<file path="src/rtl/vid_timing_gen_multi_if.sv">
// Video timing bundle: run/mode controls into the generator, per-pixel
// timing and mode status out of it.
interface vid_timing_gen_multi_if #(
  parameter int unsigned CW = 12
);
  logic          enable;
  logic [1:0]    mode_sel;
  logic          hsync;
  logic          vsync;
  logic          de;
  logic [CW-1:0] hcount;
  logic [CW-1:0] vcount;
  logic          frame_start;
  logic          line_start;
  logic [1:0]    mode_cur;
  logic          mode_pending;

  modport master (
    input  enable, mode_sel,
    output hsync, vsync, de, hcount, vcount,
    output frame_start, line_start, mode_cur, mode_pending
  );

  modport slave (
    output enable, mode_sel,
    input  hsync, vsync, de, hcount, vcount,
    input  frame_start, line_start, mode_cur, mode_pending
  );
endinterface

</file>
<file path="src/rtl/vid_timing_gen_multi.sv">
// Multi-preset raster timing generator; a requested mode switch is deferred
// to the frame boundary (or applied at once while idle) so frames never tear.
module vid_timing_gen_multi #(
  parameter int unsigned NUM_MODES    = 3,
  parameter int unsigned CW           = 12,
  parameter int unsigned DEFAULT_MODE = 0,
  parameter logic [NUM_MODES*CW-1:0] H_ACTIVE      = {12'd1920, 12'd1280, 12'd640},
  parameter logic [NUM_MODES*CW-1:0] H_FRONT_PORCH = {12'd88,   12'd110,  12'd16},
  parameter logic [NUM_MODES*CW-1:0] H_SYNC_WIDTH  = {12'd44,   12'd40,   12'd96},
  parameter logic [NUM_MODES*CW-1:0] H_BACK_PORCH  = {12'd148,  12'd220,  12'd48},
  parameter logic [NUM_MODES*CW-1:0] V_ACTIVE      = {12'd1080, 12'd720,  12'd480},
  parameter logic [NUM_MODES*CW-1:0] V_FRONT_PORCH = {12'd4,    12'd5,    12'd10},
  parameter logic [NUM_MODES*CW-1:0] V_SYNC_WIDTH  = {12'd5,    12'd5,    12'd2},
  parameter logic [NUM_MODES*CW-1:0] V_BACK_PORCH  = {12'd36,   12'd20,   12'd33},
  parameter logic [NUM_MODES-1:0]    HSYNC_POL     = 3'b110,
  parameter logic [NUM_MODES-1:0]    VSYNC_POL     = 3'b110
) (
  input  logic                   clk,
  input  logic                   rst_n,
  vid_timing_gen_multi_if.master vid
);

  if (NUM_MODES < 1 || NUM_MODES > 4) begin : g_bad_num_modes
    $fatal(1, "NUM_MODES must be 1..4");
  end
  if (DEFAULT_MODE >= NUM_MODES) begin : g_bad_default
    $fatal(1, "DEFAULT_MODE out of range");
  end

  for (genvar g = 0; g < NUM_MODES; g++) begin : g_mode_chk
    localparam int unsigned HT_G = 32'(H_ACTIVE[g*CW +: CW]) + 32'(H_FRONT_PORCH[g*CW +: CW])
                                 + 32'(H_SYNC_WIDTH[g*CW +: CW]) + 32'(H_BACK_PORCH[g*CW +: CW]);
    localparam int unsigned VT_G = 32'(V_ACTIVE[g*CW +: CW]) + 32'(V_FRONT_PORCH[g*CW +: CW])
                                 + 32'(V_SYNC_WIDTH[g*CW +: CW]) + 32'(V_BACK_PORCH[g*CW +: CW]);
    localparam int unsigned LIMIT = 32'd1 << CW;
    if (HT_G > LIMIT || HT_G == 0) begin : g_bad_ht
      $fatal(1, "horizontal total does not fit the counter width");
    end
    if (VT_G > LIMIT || VT_G == 0) begin : g_bad_vt
      $fatal(1, "vertical total does not fit the counter width");
    end
  end

  localparam logic [1:0] RST_MODE = 2'(DEFAULT_MODE);
  localparam logic       RST_HS   = ~HSYNC_POL[DEFAULT_MODE];
  localparam logic       RST_VS   = ~VSYNC_POL[DEFAULT_MODE];

  typedef enum logic [0:0] {ST_IDLE, ST_RUN} state_e;

  // Region edges, CW+1 bits so a total of exactly 2^CW is representable.
  typedef struct packed {
    logic [CW:0] ha;
    logic [CW:0] hss;
    logic [CW:0] hse;
    logic [CW:0] va;
    logic [CW:0] vss;
    logic [CW:0] vse;
    logic        hpol;
    logic        vpol;
  } edges_t;

  function automatic edges_t edges_of(input logic [1:0] m);
    edges_t e;
    e = '0;
    for (int unsigned i = 0; i < NUM_MODES; i++) begin
      if (m == 2'(i)) begin
        e.ha   = {1'b0, H_ACTIVE[i*CW +: CW]};
        e.hss  = e.ha  + {1'b0, H_FRONT_PORCH[i*CW +: CW]};
        e.hse  = e.hss + {1'b0, H_SYNC_WIDTH[i*CW +: CW]};
        e.va   = {1'b0, V_ACTIVE[i*CW +: CW]};
        e.vss  = e.va  + {1'b0, V_FRONT_PORCH[i*CW +: CW]};
        e.vse  = e.vss + {1'b0, V_SYNC_WIDTH[i*CW +: CW]};
        e.hpol = HSYNC_POL[i];
        e.vpol = VSYNC_POL[i];
      end
    end
    return e;
  endfunction

  function automatic logic [CW:0] ht_of(input logic [1:0] m);
    logic [CW:0] t;
    t = '0;
    for (int unsigned i = 0; i < NUM_MODES; i++) begin
      if (m == 2'(i)) begin
        t = {1'b0, H_ACTIVE[i*CW +: CW]} + {1'b0, H_FRONT_PORCH[i*CW +: CW]}
          + {1'b0, H_SYNC_WIDTH[i*CW +: CW]} + {1'b0, H_BACK_PORCH[i*CW +: CW]};
      end
    end
    return t;
  endfunction

  function automatic logic [CW:0] vt_of(input logic [1:0] m);
    logic [CW:0] t;
    t = '0;
    for (int unsigned i = 0; i < NUM_MODES; i++) begin
      if (m == 2'(i)) begin
        t = {1'b0, V_ACTIVE[i*CW +: CW]} + {1'b0, V_FRONT_PORCH[i*CW +: CW]}
          + {1'b0, V_SYNC_WIDTH[i*CW +: CW]} + {1'b0, V_BACK_PORCH[i*CW +: CW]};
      end
    end
    return t;
  endfunction

  state_e        st_q, st_d;
  logic [CW-1:0] hcount_q, hcount_d;
  logic [CW-1:0] vcount_q, vcount_d;
  logic [1:0]    mode_cur_q, mode_cur_d;
  logic [1:0]    pend_mode_q, pend_mode_d;
  logic          pend_q, pend_d;
  logic          de_q, de_d;
  logic          hsync_q, hsync_d;
  logic          vsync_q, vsync_d;
  logic          fs_q, fs_d;
  logic          ls_q, ls_d;

  logic          h_last, v_last, boundary, apply, hs_act, vs_act;
  edges_t        nxt_e;

  always_comb begin
    st_d        = vid.enable ? ST_RUN : ST_IDLE;
    h_last      = ({1'b0, hcount_q} == ht_of(mode_cur_q) - 1'b1);
    v_last      = ({1'b0, vcount_q} == vt_of(mode_cur_q) - 1'b1);
    boundary    = (st_q == ST_RUN) && h_last && v_last;
    apply       = pend_q && (boundary || !vid.enable);
    mode_cur_d  = apply ? pend_mode_q : mode_cur_q;
    pend_d      = apply ? 1'b0 : pend_q;
    pend_mode_d = pend_mode_q;

    // Compared against the mode in force after this edge, so a request made on
    // the boundary edge itself is queued for the following boundary.
    if (32'(vid.mode_sel) < NUM_MODES) begin
      if (vid.mode_sel != mode_cur_d) begin
        pend_d      = 1'b1;
        pend_mode_d = vid.mode_sel;
      end else begin
        pend_d      = 1'b0;
      end
    end

    hcount_d = '0;
    vcount_d = '0;
    if (vid.enable && st_q == ST_RUN) begin
      if (h_last) begin
        vcount_d = v_last ? '0 : vcount_q + 1'b1;
      end else begin
        hcount_d = hcount_q + 1'b1;
        vcount_d = vcount_q;
      end
    end

    // Decode the pixel being registered so every output describes it.
    nxt_e   = edges_of(mode_cur_d);
    hs_act  = ({1'b0, hcount_d} >= nxt_e.hss) && ({1'b0, hcount_d} < nxt_e.hse);
    vs_act  = ({1'b0, vcount_d} >= nxt_e.vss) && ({1'b0, vcount_d} < nxt_e.vse);
    de_d    = 1'b0;
    hsync_d = ~nxt_e.hpol;
    vsync_d = ~nxt_e.vpol;
    ls_d    = 1'b0;
    fs_d    = 1'b0;
    if (vid.enable) begin
      de_d    = ({1'b0, hcount_d} < nxt_e.ha) && ({1'b0, vcount_d} < nxt_e.va);
      hsync_d = ~(hs_act ^ nxt_e.hpol);
      vsync_d = ~(vs_act ^ nxt_e.vpol);
      ls_d    = (hcount_d == '0);
      fs_d    = (hcount_d == '0) && (vcount_d == '0);
    end
  end

  always_ff @(posedge clk or negedge rst_n) begin
    if (!rst_n) begin
      st_q        <= ST_IDLE;
      hcount_q    <= '0;
      vcount_q    <= '0;
      mode_cur_q  <= RST_MODE;
      pend_mode_q <= RST_MODE;
      pend_q      <= 1'b0;
      de_q        <= 1'b0;
      hsync_q     <= RST_HS;
      vsync_q     <= RST_VS;
      fs_q        <= 1'b0;
      ls_q        <= 1'b0;
    end else begin
      st_q        <= st_d;
      hcount_q    <= hcount_d;
      vcount_q    <= vcount_d;
      mode_cur_q  <= mode_cur_d;
      pend_mode_q <= pend_mode_d;
      pend_q      <= pend_d;
      de_q        <= de_d;
      hsync_q     <= hsync_d;
      vsync_q     <= vsync_d;
      fs_q        <= fs_d;
      ls_q        <= ls_d;
    end
  end

  assign vid.hcount       = hcount_q;
  assign vid.vcount       = vcount_q;
  assign vid.de           = de_q;
  assign vid.hsync        = hsync_q;
  assign vid.vsync        = vsync_q;
  assign vid.frame_start  = fs_q;
  assign vid.line_start   = ls_q;
  assign vid.mode_cur     = mode_cur_q;
  assign vid.mode_pending = pend_q;

  a_fs_implies_ls : assert property (@(posedge clk) disable iff (!rst_n) fs_q |-> ls_q);
  a_pend_differs  : assert property (@(posedge clk) disable iff (!rst_n)
                                     pend_q |-> (pend_mode_q != mode_cur_q));
  a_mode_valid    : assert property (@(posedge clk) disable iff (!rst_n)
                                     32'(mode_cur_q) < NUM_MODES);

endmodule

</file>
<file path="src/flat_wrapper.sv">
// flat-port wrapper written by rule: the top's interface ports become plain ports
module vid_timing_gen_multi_flat 
#(
  parameter int unsigned NUM_MODES    = 3,
  parameter int unsigned CW           = 12,
  parameter int unsigned DEFAULT_MODE = 0,
  parameter logic [NUM_MODES*CW-1:0] H_ACTIVE      = {12'd1920, 12'd1280, 12'd640},
  parameter logic [NUM_MODES*CW-1:0] H_FRONT_PORCH = {12'd88,   12'd110,  12'd16},
  parameter logic [NUM_MODES*CW-1:0] H_SYNC_WIDTH  = {12'd44,   12'd40,   12'd96},
  parameter logic [NUM_MODES*CW-1:0] H_BACK_PORCH  = {12'd148,  12'd220,  12'd48},
  parameter logic [NUM_MODES*CW-1:0] V_ACTIVE      = {12'd1080, 12'd720,  12'd480},
  parameter logic [NUM_MODES*CW-1:0] V_FRONT_PORCH = {12'd4,    12'd5,    12'd10},
  parameter logic [NUM_MODES*CW-1:0] V_SYNC_WIDTH  = {12'd5,    12'd5,    12'd2},
  parameter logic [NUM_MODES*CW-1:0] V_BACK_PORCH  = {12'd36,   12'd20,   12'd33},
  parameter logic [NUM_MODES-1:0]    HSYNC_POL     = 3'b110,
  parameter logic [NUM_MODES-1:0]    VSYNC_POL     = 3'b110
)
  (clk, rst_n, vid_enable, vid_mode_sel, vid_hsync, vid_vsync, vid_de, vid_hcount, vid_vcount, vid_frame_start, vid_line_start, vid_mode_cur, vid_mode_pending);
  vid_timing_gen_multi_if #(.CW(CW)) vid_i ();
  input  logic clk;
  input  logic rst_n;
  input wire logic [$bits(vid_i.enable)-1:0] vid_enable;
  input wire logic [$bits(vid_i.mode_sel)-1:0] vid_mode_sel;
  output wire logic [$bits(vid_i.hsync)-1:0] vid_hsync;
  output wire logic [$bits(vid_i.vsync)-1:0] vid_vsync;
  output wire logic [$bits(vid_i.de)-1:0] vid_de;
  output wire logic [$bits(vid_i.hcount)-1:0] vid_hcount;
  output wire logic [$bits(vid_i.vcount)-1:0] vid_vcount;
  output wire logic [$bits(vid_i.frame_start)-1:0] vid_frame_start;
  output wire logic [$bits(vid_i.line_start)-1:0] vid_line_start;
  output wire logic [$bits(vid_i.mode_cur)-1:0] vid_mode_cur;
  output wire logic [$bits(vid_i.mode_pending)-1:0] vid_mode_pending;
  assign vid_i.enable = vid_enable;
  assign vid_i.mode_sel = vid_mode_sel;
  assign vid_hsync = vid_i.hsync;
  assign vid_vsync = vid_i.vsync;
  assign vid_de = vid_i.de;
  assign vid_hcount = vid_i.hcount;
  assign vid_vcount = vid_i.vcount;
  assign vid_frame_start = vid_i.frame_start;
  assign vid_line_start = vid_i.line_start;
  assign vid_mode_cur = vid_i.mode_cur;
  assign vid_mode_pending = vid_i.mode_pending;
  vid_timing_gen_multi #(.NUM_MODES(NUM_MODES), .CW(CW), .DEFAULT_MODE(DEFAULT_MODE), .H_ACTIVE(H_ACTIVE), .H_FRONT_PORCH(H_FRONT_PORCH), .H_SYNC_WIDTH(H_SYNC_WIDTH), .H_BACK_PORCH(H_BACK_PORCH), .V_ACTIVE(V_ACTIVE), .V_FRONT_PORCH(V_FRONT_PORCH), .V_SYNC_WIDTH(V_SYNC_WIDTH), .V_BACK_PORCH(V_BACK_PORCH), .HSYNC_POL(HSYNC_POL), .VSYNC_POL(VSYNC_POL)) u_core (.clk(clk), .rst_n(rst_n), .vid(vid_i));
endmodule
</file>
<file path="config.mk">
export PLATFORM = sky130hd
export DESIGN_NAME = vid_timing_gen_multi_flat
export DESIGN_NICKNAME = d
export VERILOG_FILES = /design/src/rtl/vid_timing_gen_multi_if.sv /design/src/rtl/vid_timing_gen_multi.sv /design/src/flat_wrapper.sv
export SDC_FILE = /design/constraint.sdc
export NUM_CORES = 1
export LEC_CHECK = 0
export BUFFER_PORTS_ARGS = -buffer_cell sky130_fd_sc_hd__buf_2
export CAP_MARGIN = 20
export CELL_PAD_IN_SITES_DETAIL_PLACEMENT = 1
export CELL_PAD_IN_SITES_GLOBAL_PLACEMENT = 2
export CORE_MARGIN = 4
export CORE_UTILIZATION = 36
export DETAILED_ROUTE_END_ITERATION = 7
export PLACE_DENSITY_LB_ADDON = 0.05
export SETUP_SLACK_MARGIN = 0.05
export SKIP_LAST_GASP = 1
export SLEW_MARGIN = 15
export SYNTH_ARGS = -nofsm -noshare
export SYNTH_HDL_FRONTEND = slang
export SYNTH_SLANG_ARGS = --single-unit
</file>
<file path="constraint.sdc">
create_clock -name clk -period 5.45 [get_ports clk]
set_input_delay 1.09 -clock clk [delete_from_list [all_inputs] [get_ports clk]]
set_output_delay 1.09 -clock clk [all_outputs]
set_load 0.02 [all_outputs]
</file>
==> flow_metrics.tcl <==
set metrics [dict create \
    finalCritPeriodShare_pct 91.3 \
    drtAntennaViolNets 0 \
    dr.pass1.iters 4 \
    ir_drop_uv 194 \
    cts_resized 0 \
    ys_ff_latch 35 \
    grt_pass1_vias 2861 \
    syn2layout_area_growth_pct 12.4 \
    dpl.cell_count 497 \
    hpwlAfterDp_um 8140 \
    vias 2872 \
    netlist_area_mm2 0.00318 \
    area.sequential_um2 878 \
    fin_nets 450 \
    cts_max_path_buffers 2 \
    slowest_stage "or4_1" \
    slowest_delay_ps 580 \
    hp-class "register to register" \
    worstReg2RegEnd "u_core.vid.hsync$_DFF_PN1_" \
    start_util_pct 36.6 \
    place_ws_ps 440 \
    setup_violations 0 \
    coreArea_mm2 0.00868 \
    portBuffers 36 \
    p_sw_mw 0.612 \
    drive_gt1_share_pct 15.9 \
    cts_tree "built" \
    synthTopCellsByArea "dfrtp_1 (26%), ha_1 (19%), xnor2_1 (5.0%)" \
    grt_usage_pct 20.4 \
    cp-end-kind "register" \
    grt_first_pass_wirelength_um 16400 \
    seqPwrFrac_pct 25.7 \
    antenna_found_initial 0 \
    fin_setup_tns_ps 0 \
    final_common_cell "ha_1" \
    yosysWarnings 0 \
    synthArstFlopShare_pct 100 \
    p_comb_share_pct 59.1 \
    finalHoldViolCount 0 \
    hp-start "u_core.pend_mode_q[1]$_DFFE_PN0P_" \
    p_leak_nw 1.70 \
    clockPowerShare_pct 15.2 \
    ys_seq_area_share_pct 27.6 \
    post_cts_buffers 0 \
    drtIter0Drc 102 \
    yosysUniqueCellTypes 58 \
    stdcell_area_mm2 0.00358 \
    outcome "complete, no violations" \
    cp_data_arrival_time_ps 5190 \
    grt_max_degree 36 \
    syn_inst 359 \
    p_sw_share_pct 46.9 \
    finalNonFillerCells 505 \
    path_clk_slew_ps 80 \
    ys.flop_type "dfrtp_1" \
    holdBufCountCts 0 \
    clk_latency_ps 290 \
    crit_required_ps 5660 \
    syn_avg_cell_area_um2 8.86 \
    power-per-cell-area_mw_per_mm2 365 \
    globalRoute.totalOverflow 0 \
    worst_slack_ps 473 \
    clockRootBuffer "clkbuf_8" \
    fill_cells 1033 \
    final_util_pct 41.2 \
    timing.fmax_mhz 201 \
    post_dp_cell_area_mm2 0.00348 \
    synth_edf_count 0 \
    design_power_total_mw 1.31 \
    die-area_mm2 0.0104 \
    fin_skew_ps 9.25 \
    cts_sinks 35 \
    synth_top_area_cell "dfrtp_1" \
    r2r-start "u_core.vid.mode_cur[0]$_DFF_PN0_" \
    slew_headroom_pct 42.0 \
    die_w_um 102 \
    rsz0062_at_grt "false" \
    drv_cap 0 \
    min_period_ps 4980 \
    p_int_mw 0.694 \
    syn-num-nets 413 \
    insertedDiodeCount 0 \
    htreeDepth 2 \
    wire_per_inst_um 20.4 \
    most-common-layout-cells "ha_1 (49), buf_2 (36), dfrtp_1 (33)" \
    crit_type "register to register" \
    yosys.area.top_type_share_pct 26.0 \
    worst_pin_slew_ps 870 \
    path_cells "inv_1 > ha_1 > xnor2_1 > a2111o_1 > or4_1 > a2bb2oi_4 > mux2_2 > inv_1 > ha_1 > inv_1 > ha_1 > a21o_1 > a21oi_1 > o221ai_1 > a2111o_1 > nand3_1 > xnor2_1" \
    crit_fanout 10 \
    viasPerCell 5.69 \
    holdPathStages 1 \
    pin_count 37 \
    reg2reg_slack_ps 470 \
    drt_drc_violations_left 0 \
    multiInputGateArea_mm2 0.00217 \
    gp_congestion 0.823 \
    finalMaxSlewViolations 0 \
    placementRows 34 \
    whs_ps 587 \
    min_to "u_core.pend_mode_q[1]$_DFFE_PN0P_" \
    cts_buffers 5 \
    rr_worst_depth 17 \
    critPathLaunchType "register" \
    fp.dieH_um 102 \
    routed_wl_um 10300 \
]
[cell usage after synthesis, types with 4 or more instances]
| master | instances |
|---|---|
| a21o_1 | 6 |
| a21oi_1 | 14 |
| a31oi_1 | 5 |
| and2_1 | 5 |
| and3_1 | 5 |
| clkbuf_1 | 7 |
| dfrtp_1 | 33 |
| ha_1 | 49 |
| inv_1 | 22 |
| mux2i_1 | 4 |
| nand2_1 | 22 |
| nand3_1 | 17 |
| nand3b_1 | 5 |
| nand4_1 | 10 |
| nor2_1 | 32 |
| nor3_1 | 9 |
| nor4_1 | 7 |
| o21ai_0 | 12 |
| xnor2_1 | 18 |
| xor2_1 | 12 |
[routing by layer]
| metal | track usage (%) | vias up | part of all wire, % |
|---|---|---|---|
| li1 | - | 1381 | - |
| met2 | 32.5 | 33 | 46 |
| met1 | 30.0 | 1449 | 51 |
| met5 | 0 | - | 0 |
| met3 | 2.46 | 9 | 2.3 |
| met4 | 3.63 | 0 | 0.81 |
[power groups by stage]
stage / combinational (mW) / sequential (mW) / clock, mW
2_1_floorplan: 0.520 / 0.362 / 0
3_3_place_gp: 0.758 / 0.341 / 0
3_5_place_dp: 0.774 / 0.339 / 0
4_1_cts: 0.779 / 0.334 / 0.206
5_1_grt: 0.871 / 0.342 / 0.215
6_report: 0.772 / 0.335 / 0.199
[state kept, by name (all words and copies together), names as in the netlist]
register and cells:
u_core.vid.hcount 12, u_core.vid.vcount 12, u_core.pend_mode_q 2, u_core.vid.mode_cur 2, u_core.st_q 1, u_core.vid.de 1, u_core.vid.frame_start 1, u_core.vid.hsync 1
u_core.vid.line_start 1, u_core.vid.mode_pending 1, u_core.vid.vsync 1
[worst max-delay path by stage]
stage | cells after the start | endpoint | start
finish | 17 | u_core.vid.hsync$_DFF_PN1_ | u_core.vid.mode_cur[0]$_DFF_PN0_
global route | 17 | u_core.vid.hsync$_DFF_PN1_ | u_core.vid.mode_cur[0]$_DFF_PN0_
CTS | 17 | u_core.vid.hsync$_DFF_PN1_ | u_core.vid.mode_cur[0]$_DFF_PN0_
detailed placement | 17 | u_core.vid.hsync$_DFF_PN1_ | u_core.vid.mode_cur[0]$_DFF_PN0_
global placement | 17 | u_core.vid.hsync$_DFF_PN1_ | u_core.vid.mode_cur[0]$_DFF_PN0_
floorplan | 18 | u_core.vid.hsync$_DFF_PN1_ | u_core.vid.mode_cur[0]$_DFF_PN0_
[worst max-delay path: cells and delay by family, from the launching register on]
family | cells | cell delay (ps)
xor gates and xnor gates | 2 | 290
buffers and inverters | 3 | 520
DFF | 1 | 510
muxes | 1 | 400
and+or+nand+nor | 2 | 690
AOI/OAI and AO/OA | 6 | 1550
adders and majority gates | 3 | 910
[cell type report]
type / count / share of cell area [%]
clock buffer: 5 / 1.92
clock inverter: 3 / 0.560
inverter: 22 / 2.31
multi-input combinational: 291 / 60.8
sequential: 35 / 24.6
tap: 108 / 3.78
timing repair buffer: 41 / 6.09
[kinds of logic (layout without fill, tap and decap cells)]
family                     count (synthesis)  after routing  share of synthesized area (%)
muxes                                      6              6                           2.32
and+or+nand+nor                          138            138                           23.1
adders and majority gates                 49             49                           19.3
buffers and inverters                     33             71                           4.41
DFF                                       35             35                           27.6
xor gates and xnor gates                  30             30                           8.26
AOI/OAI and AO/OA                         68             68                           15.0
No activity file was read; power rests on OpenSTA's default activity.
